File: config.mk
export PLATFORM = sky130hd
export DESIGN_NAME = wbs_mem_bridge_flat
export DESIGN_NICKNAME = d
export VERILOG_FILES = /design/src/rtl/wbs_mem_bridge_pkg.sv /design/src/rtl/wbs_mem_bridge_if.sv /design/src/rtl/wbs_mem_bridge_packer.sv /design/src/rtl/wbs_mem_bridge.sv /design/src/flat_wrapper.sv
export SDC_FILE = /design/constraint.sdc
export NUM_CORES = 1
export LEC_CHECK = 0
export CAP_MARGIN = 20
export CORE_UTILIZATION = 45
export CTS_CLUSTER_SIZE = 12
export DETAILED_ROUTE_END_ITERATION = 10
export PLACE_DENSITY = 0.8
export SLEW_MARGIN = 20
export SYNTH_ARGS = -nofsm -noshare
export SYNTH_HDL_FRONTEND = slang
export SYNTH_SLANG_ARGS = --single-unit
File: constraint.sdc
create_clock -name wb_clk_i -period 4.8 [get_ports wb_clk_i]
set_input_delay 0.72 -clock wb_clk_i [delete_from_list [all_inputs] [get_ports wb_clk_i]]
set_output_delay 0.72 -clock wb_clk_i [all_outputs]
set_load 0.01 [all_outputs]
File: src/rtl/wbs_mem_bridge_pkg.sv
// wbs_map_pkg: Wishbone address map, FSM states and region decode for wbs_mem_bridge
package wbs_map_pkg;
  localparam logic [31:0] WBS_ADDR_MASK  = 32'hFFFF_0000;
  localparam logic [31:0] WBS_CSR_ADDR   = 32'h3000_0000;
  localparam logic [31:0] WBS_QUERY_ADDR = 32'h3001_0000;
  localparam logic [31:0] WBS_LEAF_ADDR  = 32'h3002_0000;
  localparam logic [31:0] WBS_BEST_ADDR  = 32'h3003_0000;
  localparam logic [31:0] WBS_NODE_ADDR  = 32'h3004_0000;
  localparam logic [15:0] WBS_MODE_OFF   = 16'h0000;
  localparam logic [15:0] WBS_DEBUG_OFF  = 16'h0004;
  localparam logic [15:0] WBS_DONE_OFF   = 16'h0008;
  localparam logic [15:0] WBS_START_OFF  = 16'h000C;
  localparam logic [15:0] WBS_BUSY_OFF   = 16'h0010;
  typedef enum logic [1:0] {S_IDLE, S_ACK, S_RDWAIT} state_t;
  typedef enum logic [2:0] {R_CSR, R_QUERY, R_LEAF, R_BEST, R_NODE, R_NONE} region_t;
  function automatic region_t decode(input logic [31:0] adr);
    logic [31:0] b;
    b = adr & WBS_ADDR_MASK;
    return b == WBS_CSR_ADDR ? R_CSR :
           b == WBS_QUERY_ADDR ? R_QUERY :
           b == WBS_LEAF_ADDR ? R_LEAF :
           b == WBS_BEST_ADDR ? R_BEST :
           b == WBS_NODE_ADDR ? R_NODE : R_NONE;
  endfunction
endpackage

File: src/rtl/wbs_mem_bridge_if.sv
// wbs_mem_bridge_if: Wishbone classic slave bus (stb/cyc/we/sel/adr/dat in, ack/dat out)
interface wbs_mem_bridge_if;
  logic        wbs_stb_i;
  logic        wbs_cyc_i;
  logic        wbs_we_i;
  logic [3:0]  wbs_sel_i;
  logic [31:0] wbs_adr_i;
  logic [31:0] wbs_dat_i;
  logic        wbs_ack_o;
  logic [31:0] wbs_dat_o;
  modport slave (input wbs_stb_i, wbs_cyc_i, wbs_we_i, wbs_sel_i, wbs_adr_i, wbs_dat_i,
                 output wbs_ack_o, wbs_dat_o);
  modport master (output wbs_stb_i, wbs_cyc_i, wbs_we_i, wbs_sel_i, wbs_adr_i, wbs_dat_i,
                  input wbs_ack_o, wbs_dat_o);
endinterface

File: src/rtl/wbs_mem_bridge_packer.sv
// wbs_word_packer: joins a lower and an upper 32-bit write into one wide memory word
// Ports: wr_i/upper_i/idx_i/dat_i accepted write; commit_o/err_o/wdata_o commit decision.
// Macro WBS_BRIDGE_ERR_EN: drop and flag upper writes without a matching lower half.
module wbs_word_packer #(
  parameter int IDX_W = 9,
  parameter int OUT_W = 64
) (
  input  logic             wb_clk_i,
  input  logic             rst_n,
  input  logic             wr_i,
  input  logic             upper_i,
  input  logic [IDX_W-1:0] idx_i,
  input  logic [31:0]      dat_i,
  output logic             commit_o,
  output logic             err_o,
  output logic [OUT_W-1:0] wdata_o
);
  logic [31:0] hold_reg;
  assign wdata_o = OUT_W'({dat_i, hold_reg});
  assign commit_o = wr_i & upper_i & ~err_o;
  always_ff @(posedge wb_clk_i or negedge rst_n)
    if (!rst_n) hold_reg <= '0;
    else if (wr_i && !upper_i) hold_reg <= dat_i;
`ifdef WBS_BRIDGE_ERR_EN
  logic [IDX_W-1:0] hold_idx;
  logic             hold_valid;
  assign err_o = wr_i & upper_i & (~hold_valid | (idx_i != hold_idx));
  always_ff @(posedge wb_clk_i or negedge rst_n)
    if (!rst_n) begin
      hold_idx   <= '0;
      hold_valid <= 1'b0;
    end else if (wr_i) begin
      hold_valid <= ~upper_i;
      if (!upper_i) hold_idx <= idx_i;
    end
`else
  assign err_o = 1'b0;
`endif
endmodule

File: src/rtl/wbs_mem_bridge.sv
// wbs_mem_bridge: Wishbone slave bridging the Caravel bus to the KD-tree memories and control
// Ports: wb_clk_i, rst_n (async low), wb (Wishbone slave), wbs_mode_o/wbs_debug_o CSR bits,
// fsm_start_o/fsm_busy_i/fsm_done_i, node/leaf/query write ports, best read port.
// Macro WBS_BRIDGE_ERR_EN: enables sticky err on unmatched upper leaf/query writes.
module wbs_mem_bridge
  import wbs_map_pkg::*;
#(
  parameter int DATA_WIDTH   = 11,
  parameter int NODE_ADDR_W  = 6,
  parameter int LEAF_ADDR_W  = 9,
  parameter int QUERY_ADDR_W = 9,
  parameter int BEST_ADDR_W  = 9
) (
  input  logic                      wb_clk_i,
  input  logic                      rst_n,
  wbs_mem_bridge_if.slave           wb,
  output logic                      wbs_mode_o,
  output logic                      wbs_debug_o,
  output logic                      fsm_start_o,
  input  logic                      fsm_busy_i,
  input  logic                      fsm_done_i,
  output logic                      node_wen_o,
  output logic [NODE_ADDR_W-1:0]    node_addr_o,
  output logic [2*DATA_WIDTH-1:0]   node_wdata_o,
  output logic                      leaf_wen_o,
  output logic [LEAF_ADDR_W-1:0]    leaf_addr_o,
  output logic [63:0]               leaf_wdata_o,
  output logic                      query_wen_o,
  output logic [QUERY_ADDR_W-1:0]   query_addr_o,
  output logic [5*DATA_WIDTH-1:0]   query_wdata_o,
  output logic                      best_ren_o,
  output logic [BEST_ADDR_W-1:0]    best_addr_o,
  input  logic [DATA_WIDTH-1:0]     best_rdata_i
);
  state_t      state;
  region_t     region;
  logic        go, wr, csr_wr, done_clr, node_wr, best_rd, best_sel;
  logic        leaf_commit, leaf_err, query_commit, query_err, done_sticky, err;
  logic [15:0] off;
  logic [31:0] csr_rdata, dat_reg;
  logic [63:0] leaf_wdata;
  logic [5*DATA_WIDTH-1:0] query_wdata;
  assign region   = decode(wb.wbs_adr_i);
  assign off      = wb.wbs_adr_i[15:0];
  assign go       = state == S_IDLE && wb.wbs_stb_i && wb.wbs_cyc_i;
  assign wr       = go && wb.wbs_we_i && wb.wbs_sel_i == 4'hF;
  assign csr_wr   = wr && region == R_CSR;
  assign done_clr = csr_wr && off == WBS_DONE_OFF;
  assign node_wr  = wr && region == R_NODE;
  assign best_rd  = go && !wb.wbs_we_i && region == R_BEST;
  assign csr_rdata = off == WBS_MODE_OFF  ? {31'b0, wbs_mode_o} :
                     off == WBS_DEBUG_OFF ? {31'b0, wbs_debug_o} :
                     off == WBS_DONE_OFF  ? {30'b0, err, done_sticky} :
                     off == WBS_BUSY_OFF  ? {31'b0, fsm_busy_i} : 32'b0;
  // best data arrives straight from the memory during the ACK cycle
  assign wb.wbs_dat_o = best_sel ? {{(32-DATA_WIDTH){1'b0}}, best_rdata_i} : dat_reg;
  wbs_word_packer #(.IDX_W(LEAF_ADDR_W), .OUT_W(64)) u_leaf (
    .wb_clk_i, .rst_n, .wr_i(wr && region == R_LEAF), .upper_i(wb.wbs_adr_i[2]),
    .idx_i(wb.wbs_adr_i[LEAF_ADDR_W+2:3]), .dat_i(wb.wbs_dat_i),
    .commit_o(leaf_commit), .err_o(leaf_err), .wdata_o(leaf_wdata));
  wbs_word_packer #(.IDX_W(QUERY_ADDR_W), .OUT_W(5*DATA_WIDTH)) u_query (
    .wb_clk_i, .rst_n, .wr_i(wr && region == R_QUERY), .upper_i(wb.wbs_adr_i[2]),
    .idx_i(wb.wbs_adr_i[QUERY_ADDR_W+2:3]), .dat_i(wb.wbs_dat_i),
    .commit_o(query_commit), .err_o(query_err), .wdata_o(query_wdata));
  always_ff @(posedge wb_clk_i or negedge rst_n)
    if (!rst_n) begin
      state        <= S_IDLE;
      wb.wbs_ack_o <= 1'b0;
      dat_reg      <= '0;
      best_sel     <= 1'b0;
      wbs_mode_o   <= 1'b0;
      wbs_debug_o  <= 1'b0;
      fsm_start_o  <= 1'b0;
      done_sticky  <= 1'b0;
      err          <= 1'b0;
      node_wen_o   <= 1'b0;
      node_addr_o  <= '0;
      node_wdata_o <= '0;
      leaf_wen_o   <= 1'b0;
      leaf_addr_o  <= '0;
      leaf_wdata_o <= '0;
      query_wen_o  <= 1'b0;
      query_addr_o <= '0;
      query_wdata_o <= '0;
      best_ren_o   <= 1'b0;
      best_addr_o  <= '0;
    end else begin
      wb.wbs_ack_o <= 1'b0;
      dat_reg      <= '0;
      best_sel     <= 1'b0;
      best_ren_o   <= 1'b0;
      fsm_start_o  <= csr_wr && off == WBS_START_OFF;
      node_wen_o   <= node_wr;
      leaf_wen_o   <= leaf_commit;
      query_wen_o  <= query_commit;
      done_sticky  <= fsm_done_i || (done_sticky && !done_clr);
      err          <= leaf_err || query_err || (err && !done_clr);
      if (csr_wr && off == WBS_MODE_OFF) wbs_mode_o <= wb.wbs_dat_i[0];
      if (csr_wr && off == WBS_DEBUG_OFF) wbs_debug_o <= wb.wbs_dat_i[0];
      if (node_wr) begin
        node_addr_o  <= wb.wbs_adr_i[NODE_ADDR_W-1:0];
        node_wdata_o <= wb.wbs_dat_i[2*DATA_WIDTH-1:0];
      end
      if (leaf_commit) begin
        leaf_addr_o  <= wb.wbs_adr_i[LEAF_ADDR_W+2:3];
        leaf_wdata_o <= leaf_wdata;
      end
      if (query_commit) begin
        query_addr_o  <= wb.wbs_adr_i[QUERY_ADDR_W+2:3];
        query_wdata_o <= query_wdata;
      end
      if (state == S_IDLE) begin
        if (best_rd) begin
          state       <= S_RDWAIT;
          best_ren_o  <= 1'b1;
          best_addr_o <= wb.wbs_adr_i[BEST_ADDR_W+1:2];
        end else if (go) begin
          state        <= S_ACK;
          wb.wbs_ack_o <= 1'b1;
          dat_reg      <= !wb.wbs_we_i && region == R_CSR ? csr_rdata : 32'b0;
        end
      end else if (state == S_RDWAIT) begin
        state        <= wb.wbs_stb_i && wb.wbs_cyc_i ? S_ACK : S_IDLE;
        wb.wbs_ack_o <= wb.wbs_stb_i && wb.wbs_cyc_i;
        best_sel     <= wb.wbs_stb_i && wb.wbs_cyc_i;
      end else state <= S_IDLE;
    end
endmodule

File: src/flat_wrapper.sv
// flat-port wrapper written by rule: the top's interface ports become plain ports
module wbs_mem_bridge_flat import wbs_map_pkg::*;
#(
  parameter int DATA_WIDTH   = 11,
  parameter int NODE_ADDR_W  = 6,
  parameter int LEAF_ADDR_W  = 9,
  parameter int QUERY_ADDR_W = 9,
  parameter int BEST_ADDR_W  = 9
)
  (wb_clk_i, rst_n, wbs_mode_o, wbs_debug_o, fsm_start_o, fsm_busy_i, fsm_done_i, node_wen_o, node_addr_o, node_wdata_o, leaf_wen_o, leaf_addr_o, leaf_wdata_o, query_wen_o, query_addr_o, query_wdata_o, best_ren_o, best_addr_o, best_rdata_i, wb_wbs_stb_i, wb_wbs_cyc_i, wb_wbs_we_i, wb_wbs_sel_i, wb_wbs_adr_i, wb_wbs_dat_i, wb_wbs_ack_o, wb_wbs_dat_o);
  wbs_mem_bridge_if wb_i ();
  input  logic wb_clk_i;
  input  logic rst_n;
  output logic wbs_mode_o;
  output logic wbs_debug_o;
  output logic fsm_start_o;
  input  logic fsm_busy_i;
  input  logic fsm_done_i;
  output logic node_wen_o;
  output logic [NODE_ADDR_W-1:0] node_addr_o;
  output logic [2*DATA_WIDTH-1:0] node_wdata_o;
  output logic leaf_wen_o;
  output logic [LEAF_ADDR_W-1:0] leaf_addr_o;
  output logic [63:0] leaf_wdata_o;
  output logic query_wen_o;
  output logic [QUERY_ADDR_W-1:0] query_addr_o;
  output logic [5*DATA_WIDTH-1:0] query_wdata_o;
  output logic best_ren_o;
  output logic [BEST_ADDR_W-1:0] best_addr_o;
  input  logic [DATA_WIDTH-1:0] best_rdata_i;
  input wire logic [$bits(wb_i.wbs_stb_i)-1:0] wb_wbs_stb_i;
  input wire logic [$bits(wb_i.wbs_cyc_i)-1:0] wb_wbs_cyc_i;
  input wire logic [$bits(wb_i.wbs_we_i)-1:0] wb_wbs_we_i;
  input wire logic [$bits(wb_i.wbs_sel_i)-1:0] wb_wbs_sel_i;
  input wire logic [$bits(wb_i.wbs_adr_i)-1:0] wb_wbs_adr_i;
  input wire logic [$bits(wb_i.wbs_dat_i)-1:0] wb_wbs_dat_i;
  output wire logic [$bits(wb_i.wbs_ack_o)-1:0] wb_wbs_ack_o;
  output wire logic [$bits(wb_i.wbs_dat_o)-1:0] wb_wbs_dat_o;
  assign wb_i.wbs_stb_i = wb_wbs_stb_i;
  assign wb_i.wbs_cyc_i = wb_wbs_cyc_i;
  assign wb_i.wbs_we_i = wb_wbs_we_i;
  assign wb_i.wbs_sel_i = wb_wbs_sel_i;
  assign wb_i.wbs_adr_i = wb_wbs_adr_i;
  assign wb_i.wbs_dat_i = wb_wbs_dat_i;
  assign wb_wbs_ack_o = wb_i.wbs_ack_o;
  assign wb_wbs_dat_o = wb_i.wbs_dat_o;
  wbs_mem_bridge #(.DATA_WIDTH(DATA_WIDTH), .NODE_ADDR_W(NODE_ADDR_W), .LEAF_ADDR_W(LEAF_ADDR_W), .QUERY_ADDR_W(QUERY_ADDR_W), .BEST_ADDR_W(BEST_ADDR_W)) u_core (.wb_clk_i(wb_clk_i), .rst_n(rst_n), .wb(wb_i), .wbs_mode_o(wbs_mode_o), .wbs_debug_o(wbs_debug_o), .fsm_start_o(fsm_start_o), .fsm_busy_i(fsm_busy_i), .fsm_done_i(fsm_done_i), .node_wen_o(node_wen_o), .node_addr_o(node_addr_o), .node_wdata_o(node_wdata_o), .leaf_wen_o(leaf_wen_o), .leaf_addr_o(leaf_addr_o), .leaf_wdata_o(leaf_wdata_o), .query_wen_o(query_wen_o), .query_addr_o(query_addr_o), .query_wdata_o(query_wdata_o), .best_ren_o(best_ren_o), .best_addr_o(best_addr_o), .best_rdata_i(best_rdata_i));
endmodule
# After elaboration in Yosys (flattened, before gate mapping)

Cells that the tools add are included.

Register bits after elaboration: 283
Bits in latches: 0
RAM bits: 0
Bits in read-only memories: 0
Bits of input ports: 86
Output and inout port bits: 214
Logic and storage cells: 94
Memories kept: 0

Add/subtract/negate cells: 0
Multiply operators: 0
Divide/modulo/power cells: 0
Magnitude comparators: 0
Eq/ne operators: 16
Shift-type cells: 0
Muxes and demuxes: 26
Bitwise operators: 2
Reductions and logical operators: 28

Operators with widths:

| kind                 | number |
|---|---|
| $mux 32              | 8 |
| $eq 16x14->1 const B | 5 |
| $eq 16x4->1 const B  | 2 |
| $logic_and 1x1->1    | 20 |
| $eq 16x3->1 const B  | 1 |
| $eq 16x5->1 const B  | 1 |
| $logic_not 16->1     | 1 |
| $mux 3               | 4 |
| $mux 1               | 10 |
| $mux 2               | 4 |
| $eq 3x2->1 const B   | 2 |
| $eq 4x4->1 const B   | 1 |
| $eq 3x1->1 const B   | 1 |
| $eq 3x3->1 const B   | 1 |
| $logic_not 1->1      | 3 |
| $logic_not 3->1      | 1 |
| $ne 3x1->1 const B   | 1 |
| $and 1x1->1          | 2 |
| $eq 2x2->1 const B   | 1 |
| $logic_not 2->1      | 1 |
| $reduce_and 2->1     | 1 |
| $logic_or 1x1->1     | 1 |

# Longest topological paths before layout

Depth in word-level cells: 12
Gate-level depth with buffers: 7

# By module

Synthesis repeated with hierarchy kept, for this count alone.

Cell total of the unflattened synthesis: 681
Area total of the unflattened synthesis: 10595.2 um^2

By module, submodules not included:

| module                           | times used | cells an instance | area each (um^2) | seq. area each (um^2) |
|---|---|---|---|---|
| wbs_mem_bridge                   | 1          | 482               | 7427.1           | 4729.5 |
| wbs_word_packer (u_core.u_leaf)  | 1          | 104               | 1617.8           | 800.8 |
| wbs_word_packer (u_core.u_query) | 1          | 95                | 1550.2           | 800.8 |

# Least setup slack after synthesis

Ideal clock, no wire load.

Path kind: input-to-reg
From: in wb_wbs_adr_i[21]
To: reg u_core.query_addr_o[2]
Arrival time: 2.390 ns
Required time: 4.675 ns
Setup slack: 2.285 ns
Cell stages on the path: 6
Path buffers: 2
Cell sequence: nor4_4 nand3_2 buf_2 nor3_4 buf_6 mux2_2

Longest elaborated chain between the ends: 9

Ends and longest elaborated chain:

| item                  | RTL line                    | source |
|---|---|---|
| start, declared       | flat_wrapper.sv:35          | `input wire logic [$bits(wb_i.wbs_adr_i)-1:0] wb_wbs_adr_i;` |
| $eq 16x14->1          | wbs_mem_bridge_pkg.sv:23    | `b == WBS_NODE_ADDR ? R_NODE : R_NONE;` |
| $mux 1                | wbs_mem_bridge_pkg.sv:23    |  |
| $mux 3                | wbs_mem_bridge_pkg.sv:22    | `b == WBS_BEST_ADDR ? R_BEST :` |
| $mux 3                | wbs_mem_bridge_pkg.sv:21    | `b == WBS_LEAF_ADDR ? R_LEAF :` |
| $mux 3                | wbs_mem_bridge_pkg.sv:20    | `b == WBS_QUERY_ADDR ? R_QUERY :` |
| $mux 3 (*)            | wbs_mem_bridge_pkg.sv:19    | `return b == WBS_CSR_ADDR ? R_CSR :` |
| $eq 3x1->1 (*)        | wbs_mem_bridge.sv:62        | `.wb_clk_i, .rst_n, .wr_i(wr && region == R_QUERY), .upper_i(wb.wbs_adr_i[2]),` |
| $logic_and 1x1->1 (*) | wbs_mem_bridge.sv:62        |  |
| $and 1x1->1 (*)       | wbs_mem_bridge_packer.sv:20 | `assign commit_o = wr_i & upper_i & ~err_o;` |
| end signal, assigned  | wbs_mem_bridge.sv:109       | `query_addr_o <= wb.wbs_adr_i[QUERY_ADDR_W+2:3];` |
| end, declared         | wbs_mem_bridge.sv:29        | `output logic [QUERY_ADDR_W-1:0] query_addr_o,` |

Every way passes the cells marked *; elsewhere a longest branch is shown, timed or not.
A chain may end at the register's enable or synchronous reset.

# Worst setup path in the final report

From: in wb_wbs_adr_i[26]
To: reg u_core.u_leaf.hold_reg[6]

Longest elaborated chain between the ends: 9

Ends and longest elaborated chain:

| item                  | RTL line                    | source |
|---|---|---|
| $eq 16x14->1          | wbs_mem_bridge_pkg.sv:23    |  |
| $mux 1                | wbs_mem_bridge_pkg.sv:23    |  |
| $mux 3                | wbs_mem_bridge_pkg.sv:22    |  |
| $mux 3                | wbs_mem_bridge_pkg.sv:21    |  |
| $mux 3                | wbs_mem_bridge_pkg.sv:20    |  |
| $mux 3 (*)            | wbs_mem_bridge_pkg.sv:19    |  |
| $eq 3x2->1 (*)        | wbs_mem_bridge.sv:58        | `.wb_clk_i, .rst_n, .wr_i(wr && region == R_LEAF), .upper_i(wb.wbs_adr_i[2]),` |
| $logic_and 1x1->1 (*) | wbs_mem_bridge.sv:58        |  |
| $logic_and 1x1->1 (*) | wbs_mem_bridge_packer.sv:23 | `else if (wr_i && !upper_i) hold_reg <= dat_i;` |
| end signal, assigned  | wbs_mem_bridge_packer.sv:23 |  |
| end, declared         | wbs_mem_bridge_packer.sv:18 | `logic [31:0] hold_reg;` |

Marks and branches as above.

==> results by group <==
Run status
  • Status: finished, final reports clean

Worst hold path
  • Worst Hold Class: in2async

CTS
  • Hold-fix buffers, CTS: 0
  • TritonCTS Buffers: 28
  • H-Tree Level Count: 1
  • CTS Buffer Depth: 3
  • Sink Count: 253
  • Worst-Skew Late Latency: 0.54 ns
  • Root buffer cell: clkbuf_16
  • Cts repair resizes: 0
  • Postcts setup bufs: 0
  • Clock slew seen by the registers of the worst setup and hold paths: 0.06 ns
  • CTS tree: done

Worst setup path
  • Critical path class: in2reg
  • Worst EP required: 5.21 ns
  • Reg-to-reg endpoint: u_core.u_leaf.hold_reg[6]
  • Reg2reg start: u_core.state[1]
  • Worst Path Max Fanout: 32
  • Reg2Reg Setup Slack: 2.10 ns
  • Reg2Reg Depth: 4
  • Worst Setup Start Kind: input pin
  • Crit. Startpoint: wb_wbs_adr_i[26]
  • Crit. End Element: register
  • Crit path DAT: 3.36 ns

Die
  • Die area: 22800 sq um
  • Num ports: 300
  • Die Span Y: 151 microns
  • Initial core utilization: 45.8%
  • Row count: 54
  • Die width: 151 microns
  • Area of the placeable core: 21800 sq um

Place
  • Hpwl dp: 14600 microns
  • Area post-placement: 12900 sq um
  • Placer Congestion: 0.836
  • DP Worst Slack: 1.31 ns
  • Number of I/O port buffers: 278

Logic synthesis
  • Avg Inst Size Synth: 16.1 sq um
  • Top cell type's share of synthesized area: 63.5%
  • Gate count of the mapped netlist: 618
  • Unique masters post-synth: 37
  • Yosys warns: 0
  • Synth area leaders: dfrtp_1 64%, mux2_2 25%, mux2_1 2.1%, buf_4 1.8%, buf_6 1.4%
  • Post-synthesis cell area: 9970 sq um
  • Leading area contributor after synthesis: dfrtp_1
  • Synth Register Bits: 253
  • Sequential area share after synthesis: 63.5%

Finish
  • Commonest non-fill, non-tap cell in the layout: clkdlybuf4s50_1
  • Biggest register: u_core.leaf_wdata_o
  • Share of layout cells above drive strength 1: 30.8%
  • Commonest cells after routing, fill and taps aside: 277 x clkdlybuf4s50_1, 253 x dfrtp_1, 223 x mux2_2, 28 x clkbuf_16, 21 x conb_1
  • Footprint of the multi-input gates: 3350 sq um
  • Antenna diodes: 0
  • Fill cells: 1622
  • Area delta synth->final: 39.0%
  • Finished Cell Area: 13900 sq um
  • Reg area: 6330 sq um
  • Final nets: 993
  • Top Registers: u_core.leaf_wdata_o: 64 flops, u_core.query_wdata_o: 55 flops
  • Max reg flops: 64

Global routing
  • First-pass GRT wire length: 34300 microns
  • GRT Residual Overflow: 0
  • GRT Total Usage: 19.4%
  • Antenna violations before repair: 0
  • Largest net degree at the start of global routing: 142
  • Vias in the first global route: 6251

STA
  • Hold Fails Final Rpt: 0
  • Hold_ws: 0.0716 ns
  • Clock Skews: 0.0162 ns
  • Worst setup margin: 1.84 ns
  • Period utilization: 61.7%
  • F_max: 0.338 GHz
  • Setup Total Neg Slack: 0 ns
  • Fin crit period: 2.96 ns
  • Setup violators final: 0
  • Pins over their slew limit: 0
  • Slew HR: 40.0%
  • RSZ-0062 raised after global routing: false
  • Measured slew at the worst slew-check pin: 0.901 ns

Power and ir drop
  • Switch share: 20.7%
  • Final Power: 4.41 mW
  • Clock power frac: 47.8%
  • Net Switching: 914 uW
  • Seq pwr share: 48.4%
  • Comb pwr share: 3.7%
  • Power density over cell area: 318 nW/um^2
  • Power Internal: 3.49 mW
  • Peak VDD IR: 0.302 mV
  • Leakage: 6.65 nW

Drt
  • Final ANT Viol Nets: 0
  • DR DRC count: 0
  • First-pass DRT Iterations: 4
  • Avg WL per Cell: 18.3 microns
  • Via count: 6145
  • Final wirelength: 22100 microns
  • Iter 0 DRT Violations: 151
  • Routed vias/inst: 5.10

Run
  • Max-cap viol count: 0
==> through the flow <==
step	utilization, %	std cells
floorplan	-	638
global placement	59.3	1156
detailed placement	59.3	1156
CTS	63.6	1205
global route	63.7	1206
finish	63.7	1206
==> power groups by stage <==
stage          Clock, mW  Combinational [mW]  Sequential, mW
6_report            2.11               0.165            2.13
5_1_grt             2.24               0.184            2.13
4_1_cts             2.16               0.166            2.13
3_5_place_dp           0               0.165            2.17
3_3_place_gp           0               0.164            2.17
2_1_floorplan          0              0.0343            2.17
==> critical path, cell delays in order <==
cell and delay, ns:
clkdlybuf4s50_1 0.46, nor4b_4 0.37, nand3_2 0.36, or3_2 0.99, mux2_1 0.45
==> synthesized netlist by cell type <==
| master | n |
|---|---|
| a21oi_1 | 1 |
| a2bb2oi_1 | 1 |
| and2_1 | 12 |
| and3b_1 | 3 |
| and4_1 | 3 |
| and4b_1 | 1 |
| buf_2 | 7 |
| buf_4 | 24 |
| buf_6 | 12 |
| clkbuf_1 | 4 |
| conb_1 | 1 |
| dfrtp_1 | 253 |
| inv_1 | 2 |
| mux2_1 | 19 |
| mux2_2 | 223 |
| nand2_1 | 4 |
| nand2b_1 | 3 |
| nand3_1 | 4 |
| nand3_2 | 1 |
| nand4_1 | 4 |
| nand4b_1 | 1 |
| nor2_1 | 5 |
| nor2b_1 | 2 |
| nor3_1 | 2 |
| nor3_2 | 1 |
| nor3_4 | 2 |
| nor3b_1 | 3 |
| nor4_1 | 8 |
| nor4_2 | 1 |
| nor4_4 | 2 |
| nor4b_1 | 1 |
| nor4b_4 | 1 |
| o21ai_0 | 1 |
| o21bai_1 | 1 |
| o22ai_1 | 1 |
| or2_2 | 1 |
| or3_1 | 3 |
==> worst max path at each step <==
stage                                      end  depth (start not counted)
floorplan               u_core.query_addr_o[2]                          6
global placement     u_core.u_leaf.hold_reg[6]                          5
detailed placement  u_core.u_leaf.hold_reg[31]                          5
CTS                  u_core.u_leaf.hold_reg[6]                          5
global route         u_core.u_leaf.hold_reg[6]                          5
finish               u_core.u_leaf.hold_reg[6]                          5
==> routing by layer <==
metal	GRT usage (%)	vias up	part of all wire [%]
li1	-	2740	-
met1	24.2	3160	40
met2	33.3	214	50
met3	5.54	31	8.0
met4	4.40	0	2.0
met5	0	-	0
==> cell type report <==
cell class,instances,share of cell area [%]
sequential,253,45.7
clock inverter,8,0.759
timing repair buffer,286,20.9
inverter,2,0.0542
clock buffer,41,5.92
multi-input combinational,336,24.2
tap,280,2.53
==> cells by family after synthesis <==
group | count (synthesis) | share of synthesized area [%]
flip-flops | 253 | 63.5
other | 1 | 0.0376
buffers and inverters | 49 | 3.74
multiplexers | 242 | 27.3
AO/OA/AOI/OAI | 5 | 0.326
AND/OR/NAND/NOR | 68 | 5.06
(Power assumes the default switching activity.)
